[src/rtl/instr_fetch.sv]
//==============================================================================
// instr_fetch: PC generator feeding a small {pc, instr} FIFO toward decode.
// Revision: 1.0
//==============================================================================
`default_nettype none

module instr_fetch #(
   parameter logic [31:0] RESET_PC = 32'h0000_0000,
   parameter int          DEPTH    = 2
) (
   input  logic        clk,
   input  logic        reset,
   output logic [31:0] instr_rAddr,
   input  logic [31:0] instr_code,
   input  logic        redirect,
   input  logic [31:0] redirect_pc,
   input  logic        id_ready,
   output logic        id_valid,
   output logic [31:0] id_instr,
   output logic [31:0] id_pc,
   output logic        misalign_err
);

   localparam int              PTR_W    = (DEPTH > 1) ? $clog2(DEPTH) : 1;
   localparam int              CNT_W    = $clog2(DEPTH + 1);
   localparam logic [31:0]     NOP      = 32'h0000_0013;
   localparam logic [CNT_W-1:0] FULL_CNT = CNT_W'(DEPTH);

   logic [31:0]      pc;
   logic [CNT_W-1:0] count;
   logic [PTR_W-1:0] head;
   logic [PTR_W-1:0] tail;
   logic [31:0]      buf_pc    [DEPTH];
   logic [31:0]      buf_instr [DEPTH];
   logic             pop;
   logic             push;

   assign instr_rAddr = pc;
   assign pop         = id_valid & id_ready;
   // A pop frees a slot this same edge, so a full FIFO can still accept.
   assign push        = !redirect & ((count < FULL_CNT) | pop);

   always_ff @(posedge clk or posedge reset) begin
      if (reset) begin
         pc           <= RESET_PC;
         count        <= '0;
         head         <= '0;
         tail         <= '0;
         misalign_err <= 1'b0;
      end else begin
         misalign_err <= redirect & (redirect_pc[1:0] != 2'b00);
         if (redirect) begin
            pc    <= {redirect_pc[31:2], 2'b00};
            count <= '0;
            head  <= '0;
            tail  <= '0;
         end else begin
            if (push) begin
               pc   <= pc + 32'd4;
               tail <= tail + 1'b1;
            end
            if (pop) begin
               head <= head + 1'b1;
            end
            if (push && !pop) begin
               count <= count + 1'b1;
            end else if (!push && pop) begin
               count <= count - 1'b1;
            end
         end
      end
   end

   // Payload storage needs no reset: occupancy alone qualifies it.
   always_ff @(posedge clk) begin
      if (push) begin
         buf_pc[tail]    <= pc;
         buf_instr[tail] <= instr_code;
      end
   end

   assign id_valid = (count != '0);
   assign id_instr = id_valid ? buf_instr[head] : NOP;
   assign id_pc    = id_valid ? buf_pc[head]    : 32'h0;

endmodule

`default_nettype wire

[config.mk]
export PLATFORM = sky130hd
export DESIGN_NAME = instr_fetch
export DESIGN_NICKNAME = d
export VERILOG_FILES = /design/src/rtl/instr_fetch.sv
export SDC_FILE = /design/constraint.sdc
export NUM_CORES = 1
export LEC_CHECK = 0
export BUFFER_PORTS_ARGS = -buffer_cell sky130_fd_sc_hd__buf_2
export CAP_MARGIN = 0
export CORE_MARGIN = 4
export CORE_UTILIZATION = 48
export CTS_CLUSTER_DIAMETER = 50
export DETAILED_ROUTE_END_ITERATION = 8
export PLACE_DENSITY_LB_ADDON = 0.08
export SYNTH_ARGS = -nofsm -noshare
export SYNTH_HDL_FRONTEND = slang
export SYNTH_SLANG_ARGS = --single-unit
[constraint.sdc]
create_clock -name clk -period 6 [get_ports clk]
set_input_delay 1.2 -clock clk [delete_from_list [all_inputs] [get_ports clk]]
set_output_delay 1.2 -clock clk [all_outputs]
set_load 0.01 [all_outputs]
* Word level (Yosys, flattened, before mapping) *
Memory sizes are Yosys's and may differ from the RTL's.
Index checks and enable logic that the tools add are counted.

storage, ports and cells
  memories = 2
  RAM bits = 128
  flip-flop bits (word level) = 37
  logic and storage cells = 40
  input port bits = 68
  output and inout bits = 98

operators by class
  muxes and demuxes = 13
  bitwise operators = 4
  reductions and logical operators = 10
  add/sub/neg operators = 5
  magnitude comparators = 1

memory list
  memory     depth  bits a word  rd ports  clocked after memory_dff  wr ports  RTL line  source
  buf_instr  2      32           1         0                         1         34        logic [31:0] buf_instr [DEPTH];
  buf_pc     2      32           1         0                         1         33        logic [31:0] buf_pc [DEPTH];

operator list
  operator               number
  $mux 32                4
  $add 32x3->32 const B  1
  $reduce_bool 2->1      4
  $mux 1                 6
  $mux 2                 3
  $and 1x1->1            3
  $logic_not 1->1        3
  $reduce_bool 3->1      1
  $add 1x1->1 const B    2
  $add 2x1->2 const B    1
  $logic_and 1x1->1      2
  $lt 2x2->1 const B     1
  $sub 2x1->2 const B    1
  $or 1x1->1             1

* Depth between registers and ports, before layout *
Gate-level depths: netlist of the first run.

  word-level depth = 9
  mapped depth = 7
  depth with buffers taken out = 6

* Least setup slack after synthesis of the first run *
No wires, ideal clock.

  path type = in2reg
  start = input port redirect
  end = memory buf_instr[1][0], enable pin
  data required time = 5429 ps
  arrival time = 6197 ps
  cell stages on the path = 3
  buffers on the path = 2
  path slack = -769 ps
  setup time = 571 ps
  path through = buf_1 > clkbuf_1 > nor3b_1

on the way
  cells in the longest elaborated chain, start to end = 4

ends and longest elaborated chain
  element                       RTL line  source
  start: declaration            15        input logic redirect,
  $logic_not 1->1               41        assign push = !redirect & ((count < FULL_CNT) | pop);
  $and 1x1->1                   41
  $mux 1                        76        if (push) begin
  $mux 1 (not written as such)  78        buf_instr[tail] <= instr_code;
  end: declaration              34

Every way passes these cells.

* Final worst setup path of the first run *
  start = register count[1]
  end = output port id_pc[24]

on the way
  cells in the longest elaborated chain, start to end = 2

ends and longest elaborated chain
  element                   RTL line  source
  start: declaration        30        logic [CNT_W-1:0] count;
  start signal: assignment  66        count <= count + 1'b1;
  start signal: assignment  68        count <= count - 1'b1;
  $reduce_bool 2->1         82        assign id_valid = (count != '0);
  $mux 32                   84        assign id_pc = id_valid ? buf_pc[head] : 32'h0;
  end: declaration          20        output logic [31:0] id_pc,

Every way passes these cells.

==> impl_metrics.tcl, run 1 <==
set metrics [dict create \
    outcome "finished, final reports clean" \
    hp-class "reg -> reg" \
    power_mw 2.865 \
    synth_area_mm2 0.006624 \
    yosys-top-cells-area "edfxtp_1 (56%), dfrtp_1 (13%), mux2i_1 (9.8%), nor2_1 (3.8%), xnor2_1 (2.6%)" \
    diodes 0 \
    critical_path.top_delay_family "simple AND/OR/NAND/NOR gates" \
    synth.top_cell.area_share 0.5621 \
    slew_headroom 0.2433 \
    hold_viol_final 0 \
    slew_violations 0 \
    fin_ws_ns 2.564 \
    yosys_most_used_dff "edfxtp_1" \
    synth_seq_cells 159 \
    cp.arrival_ns 2.24 \
    initialDrtViolationCount 286 \
    clk_path_buf_depth 2 \
    drtPass1Iterations 4 \
    fillCellCount 1101 \
    hpwl_mm 8.968 \
    synth.largest_area_cell "edfxtp_1" \
    timing.hold.ws_ns 0.5320 \
    dpl_cell_area_mm2 0.007609 \
    post_cts_buffers 0 \
    insertion_delay_ns 0.41 \
    grt_usage 0.1767 \
    critical_path.max_fanout 36 \
    worstPathCellList "nor2_4 -> buf_4 -> nor2_1 -> buf_2" \
    fin_skew_ns 0.005956 \
    wl_mm 13.58 \
    max-cap-violations 0 \
    cts_root_buffer "clkbuf_16" \
    ys_warn_count 0 \
    critPathKind "reg -> out" \
    required_ns 4.80 \
    ir_worst_vdd_mv 0.1595 \
    grt_pass1_vias 4257 \
    synth-edff-count 124 \
    syn2layout_area_growth_pct 24.63 \
    yosysSeqAreaShare 0.6944 \
    tightest_slew_ns 1.135 \
    drc 0 \
    io_pins 166 \
    pre_cts_slack_ns 2.743 \
    period_needed_ns 3.436 \
    gp_congestion 0.7764 \
    num_vias 4165 \
    critPathBufInv 2 \
    start_util 0.4943 \
    fin_crit_sh 0.5727 \
    layout.nets 712 \
    power_leakage_nw 3.305 \
    vias_per_cell 5.006 \
    rsz0062_at_grt "false" \
    power.density_mw_per_mm2 347.0 \
    max_stage_delay_ns 0.70 \
    dieWidth_um 125.5 \
    htree_levels 4 \
    antenna_found_initial 0 \
    grt.overflow.total 0 \
    grt_max_degree 68 \
    setup_viol 0 \
    port_buffers 161 \
    netlist_instances 481 \
    cts_made_buffers 17 \
    path_clk_slew_ns 0.06 \
    antenna_left 0 \
    cts_tree "built" \
    synthArstFlopShare 0.2201 \
    wl_per_cell_um 16.33 \
    postSynthAreaPerCell_um2 13.77 \
    worst_setup_path_end_kind "primary output" \
    startpoint_type "flip-flop" \
    clock_sinks 159 \
    rows 42 \
    dieHeight_um 125.5 \
    postCtsResizedCells 0 \
    core-area_mm2 0.01340 \
    slowest_stage "nor2_4" \
    synth_cell_types 37 \
    tns_ns 0 \
    grt_first_pass_wirelength_mm 21.69 \
    dieArea_mm2 0.01574 \
    drive_above_1_share 0.3171 \
    stdcell_area_mm2 0.008255 \
    hold_buffers 0 \
    fmax_ghz 0.2910 \
]
[cells by family after synthesis]
| kind of cell | count (synthesis) | share of synthesized area |
|---|---|---|
| simple gates | 154 | 0.1113 |
| other cells | 1 | 0.0005661 |
| xor+xnor | 27 | 0.03570 |
| fa+ha+maj | 1 | 0.001889 |
| compound gates | 34 | 0.02852 |
| mux | 67 | 0.1016 |
| buf+inv | 38 | 0.02607 |
| flops | 159 | 0.6944 |
[registers in the layout, indices dropped and copies added (netlist names)]
signal / count
instr_rAddr: 30
buf_instr: 64
misalign_err: 1
tail: 1
head: 1
buf_pc: 60
count: 2
[metrics by stage]
step,instances,util
4_1_cts,832,0.6161
2_1_floorplan,484,-
3_3_place_gp,800,0.5678
3_5_place_dp,800,0.5678
5_1_grt,832,0.6161
6_report,832,0.6161
[cell usage in the layout (no fill, tap or decap), types with 5 or more instances in the layout]
cell type	instances
buf_2	161
buf_4	6
bufinv_16	5
clkbuf_16	17
dfrtp_1	34
edfxtp_1	124
inv_1	11
mux2i_1	65
nand2_1	40
nand3_1	7
nor2_1	66
nor3_1	8
nor4_1	8
o21ai_0	23
xnor2_1	20
xor2_1	7
[report_power, final]
group,total [mW],internal [mW],switching (mW),leakage (nW)
clock,1.16,0.758,0.400,0.317
sequential,1.37,1.29,0.0823,1.58
combinational,0.335,0.149,0.186,1.40
[synthesized netlist by cell type, types with 2 or more instances]
cell type / instances
a21oi_1: 4
a22oi_1: 2
and3_2: 2
and4_1: 4
buf_1: 5
buf_2: 6
buf_4: 4
clkbuf_1: 11
dfrtp_1: 35
edfxtp_1: 124
inv_1: 11
mux2_2: 2
mux2i_1: 65
nand2_1: 40
nand2b_1: 3
nand3_1: 7
nand4_1: 3
nand4_4: 2
nor2_1: 67
nor2b_1: 2
nor3_1: 9
nor3b_1: 2
nor4_1: 8
o21ai_0: 23
o31a_1: 3
xnor2_1: 20
xor2_1: 7
[layer usage]
metal / wire [µm] / track usage / share of wire / vias up
li1: - / - / - / 2051
met1: 6065 / 0.2305 / 0.45 / 1984
met2: 6599 / 0.2911 / 0.49 / 114
met3: 692 / 0.03753 / 0.051 / 16
met4: 226 / 0.06888 / 0.017 / 0
met5: 0 / 0 / 0 / -
[final cells by class]
type                            count  area [µm²]  area share
Clock buffer                       21       460.4     0.05577
Timing Repair Buffer              167       850.8      0.1031
Clock inverter                     11       186.4     0.02258
Tap cell                          176       220.2     0.02667
Multi-Input combinational cell    287        1893      0.2293
Inverter                           11       41.29    0.005002
Sequential cell                   159        4603      0.5576
[worst reg2reg max path, stage by stage, from the launching register on]
cell and delay (ns):
dfrtp_1 0.45, nand2b_1 0.36, nand4_1 0.53, nor4_1 0.50, xor2_1 0.11, mux2_2 0.27
[path summary, 6_finish.rpt]
path	start	end	slack [ns]	cells past startpoint
max in group asynchronous	reset	head	4.75	3
min reg2reg	instr_rAddr[31]	buf_pc[1][31]	0.53	0
min	instr_rAddr[31]	buf_pc[1][31]	0.53	0
max	count[1]	id_pc[24]	2.56	4
min in group asynchronous	reset	instr_rAddr[2]	0.88	3
max reg2reg	count[1]	instr_rAddr[26]	3.68	5
No activity file was read; power rests on OpenSTA's default activity.
==> inputs of run 2 (changes only) <==
Clock period 6 ns to 2.8 ns, I/O delays scaled along.
==> impl_metrics.tcl, run 2 (synthesis results as in run 1) <==
set metrics [dict create \
    htree_levels 4 \
    start_util 0.4943 \
    final_cells 837 \
    io_pins 166 \
    dieArea_mm2 0.01574 \
    hpwl_mm 9.304 \
    clock_sinks 159 \
    dieHeight_um 125.5 \
    core-area_mm2 0.01340 \
    tightest_slew_ns 0.8531 \
    rsz0062_at_grt "false" \
    rows 42 \
    dpl_cell_area_mm2 0.007696 \
    power_leakage_nw 3.306 \
    dp.cells 805 \
    fin_crit_sh 0.8561 \
    swShare 0.2399 \
    worst_setup_path_end_kind "primary output" \
    antenna_found_initial 0 \
    busiest_layer "met2" \
    outcome "finished, final reports clean" \
    drc 0 \
    grt_first_pass_wirelength_mm 22.69 \
    diodes 0 \
    wl_mm 13.79 \
    grt_max_degree 63 \
    initialDrtViolationCount 182 \
    cts_tree "built" \
    fin_skew_ns 0.006161 \
    gr-usage-met2 0.2983 \
    drtPass1Iterations 4 \
    post-route-util 0.6175 \
    grt_pass1_vias 4318 \
    period_needed_ns 2.397 \
    fin_ws_ns 0.4030 \
    tns_ns 0 \
    cp.arrival_ns 1.84 \
    p_int_mw 4.512 \
    critical_path.max_fanout 22 \
    power.switching_mw 1.424 \
    critical_path_depth 4 \
    rr_worst_depth 5 \
    postCtsResizedCells 0 \
    required_ns 2.24 \
    hold_buffers 0 \
    slowest_stage "dfrtp_4" \
    grt.overflow.total 0 \
    max-cap-violations 0 \
    hold_viol_final 0 \
    syn2layout_area_growth_pct 24.92 \
    antenna_left 0 \
    stdcell_area_mm2 0.008274 \
    slew_headroom 0.4306 \
    largest_register_ffs 64 \
    critPathBufInv 2 \
    power_mw 5.936 \
    gp_congestion 0.8400 \
    clk_path_buf_depth 2 \
    num_vias 4229 \
    cts_root_buffer "clkbuf_16" \
    grtUsageMet1 0.2402 \
    post_cts_buffers 0 \
    clockPowerShare 0.380 \
    hp-class "in -> async" \
    slew_violations 0 \
    timing.hold.ws_ns 0.3115 \
    ir_worst_vdd_mv 0.3316 \
    max_stage_delay_ns 0.71 \
    cts_made_buffers 17 \
    layout_commonest_cell "buf_2" \
    final_cell_mix "buf_2 (161), edfxtp_1 (124), nor2_1 (66)" \
    startpoint_type "flip-flop" \
    wl_per_cell_um 16.48 \
    critical_path.top_delay_family "flip-flops" \
    largest_register "buf_instr" \
    grt_usage 0.1839 \
    insertion_delay_ns 0.41 \
    vias_per_cell 5.053 \
    layout.nets 717 \
    grt.met3_usage 0.05629 \
    drive_above_1_share 0.3147 \
    pwr-share-comb 0.130 \
    dieWidth_um 125.5 \
    path_clk_slew_ns 0.06 \
    fmax_ghz 0.4172 \
    power.density_mw_per_mm2 717.5 \
    setup_viol 0 \
    critPathKind "reg -> out" \
    seqPwrFrac 0.490 \
    worstPathCellList "buf_12 -> mux2i_1 -> nor2_1 -> buf_2" \
    port_buffers 161 \
    pre_cts_slack_ns 0.3732 \
]
run 2: cell count changes in the layout (fill, tap and decap cells not counted), sizes merged:
cell,change
bufinv,-2
buf,+5
clkbuf,+2
run 2: power groups by stage:
stage	Combinational [mW]	Clock (mW)	Sequential (mW)
6_report	0.774	2.25	2.91
5_1_grt	0.860	2.42	2.93
4_1_cts	0.793	2.30	2.91
3_5_place_dp	0.790	0	2.96
3_3_place_gp	0.781	0	2.95
2_1_floorplan	0.465	0	2.93
run 2: path summary, 6_finish.rpt:
check                                 from          endpoint  slack (ns)
max in group asynchronous            reset    instr_rAddr[6]        1.84
max reg2reg                       count[1]   instr_rAddr[31]        0.61
min                                  reset          count[1]        0.31
min in group clk            instr_code[25]  buf_instr[1][25]        0.33
max                                   head      id_instr[11]        0.40
min reg2reg                instr_rAddr[31]     buf_pc[0][31]        0.53
run 2: area by class of cell:
cell class | count | area [µm²]
fill | 1112 | 5126
sequential | 159 | 4603
multi-input combinational | 287 | 1893
timing repair buffer | 172 | 938.4
clock buffer | 23 | 457.9
tap | 176 | 220.2
clock inverter | 9 | 120.1
inverter | 11 | 41.29
run 2: metal layers:
layer / up-vias / wire length (µm)
met1: 2033 / 6129
met5: - / 0
met2: 131 / 6649
li1: 2051 / -
met4: 0 / 160
met3: 14 / 853
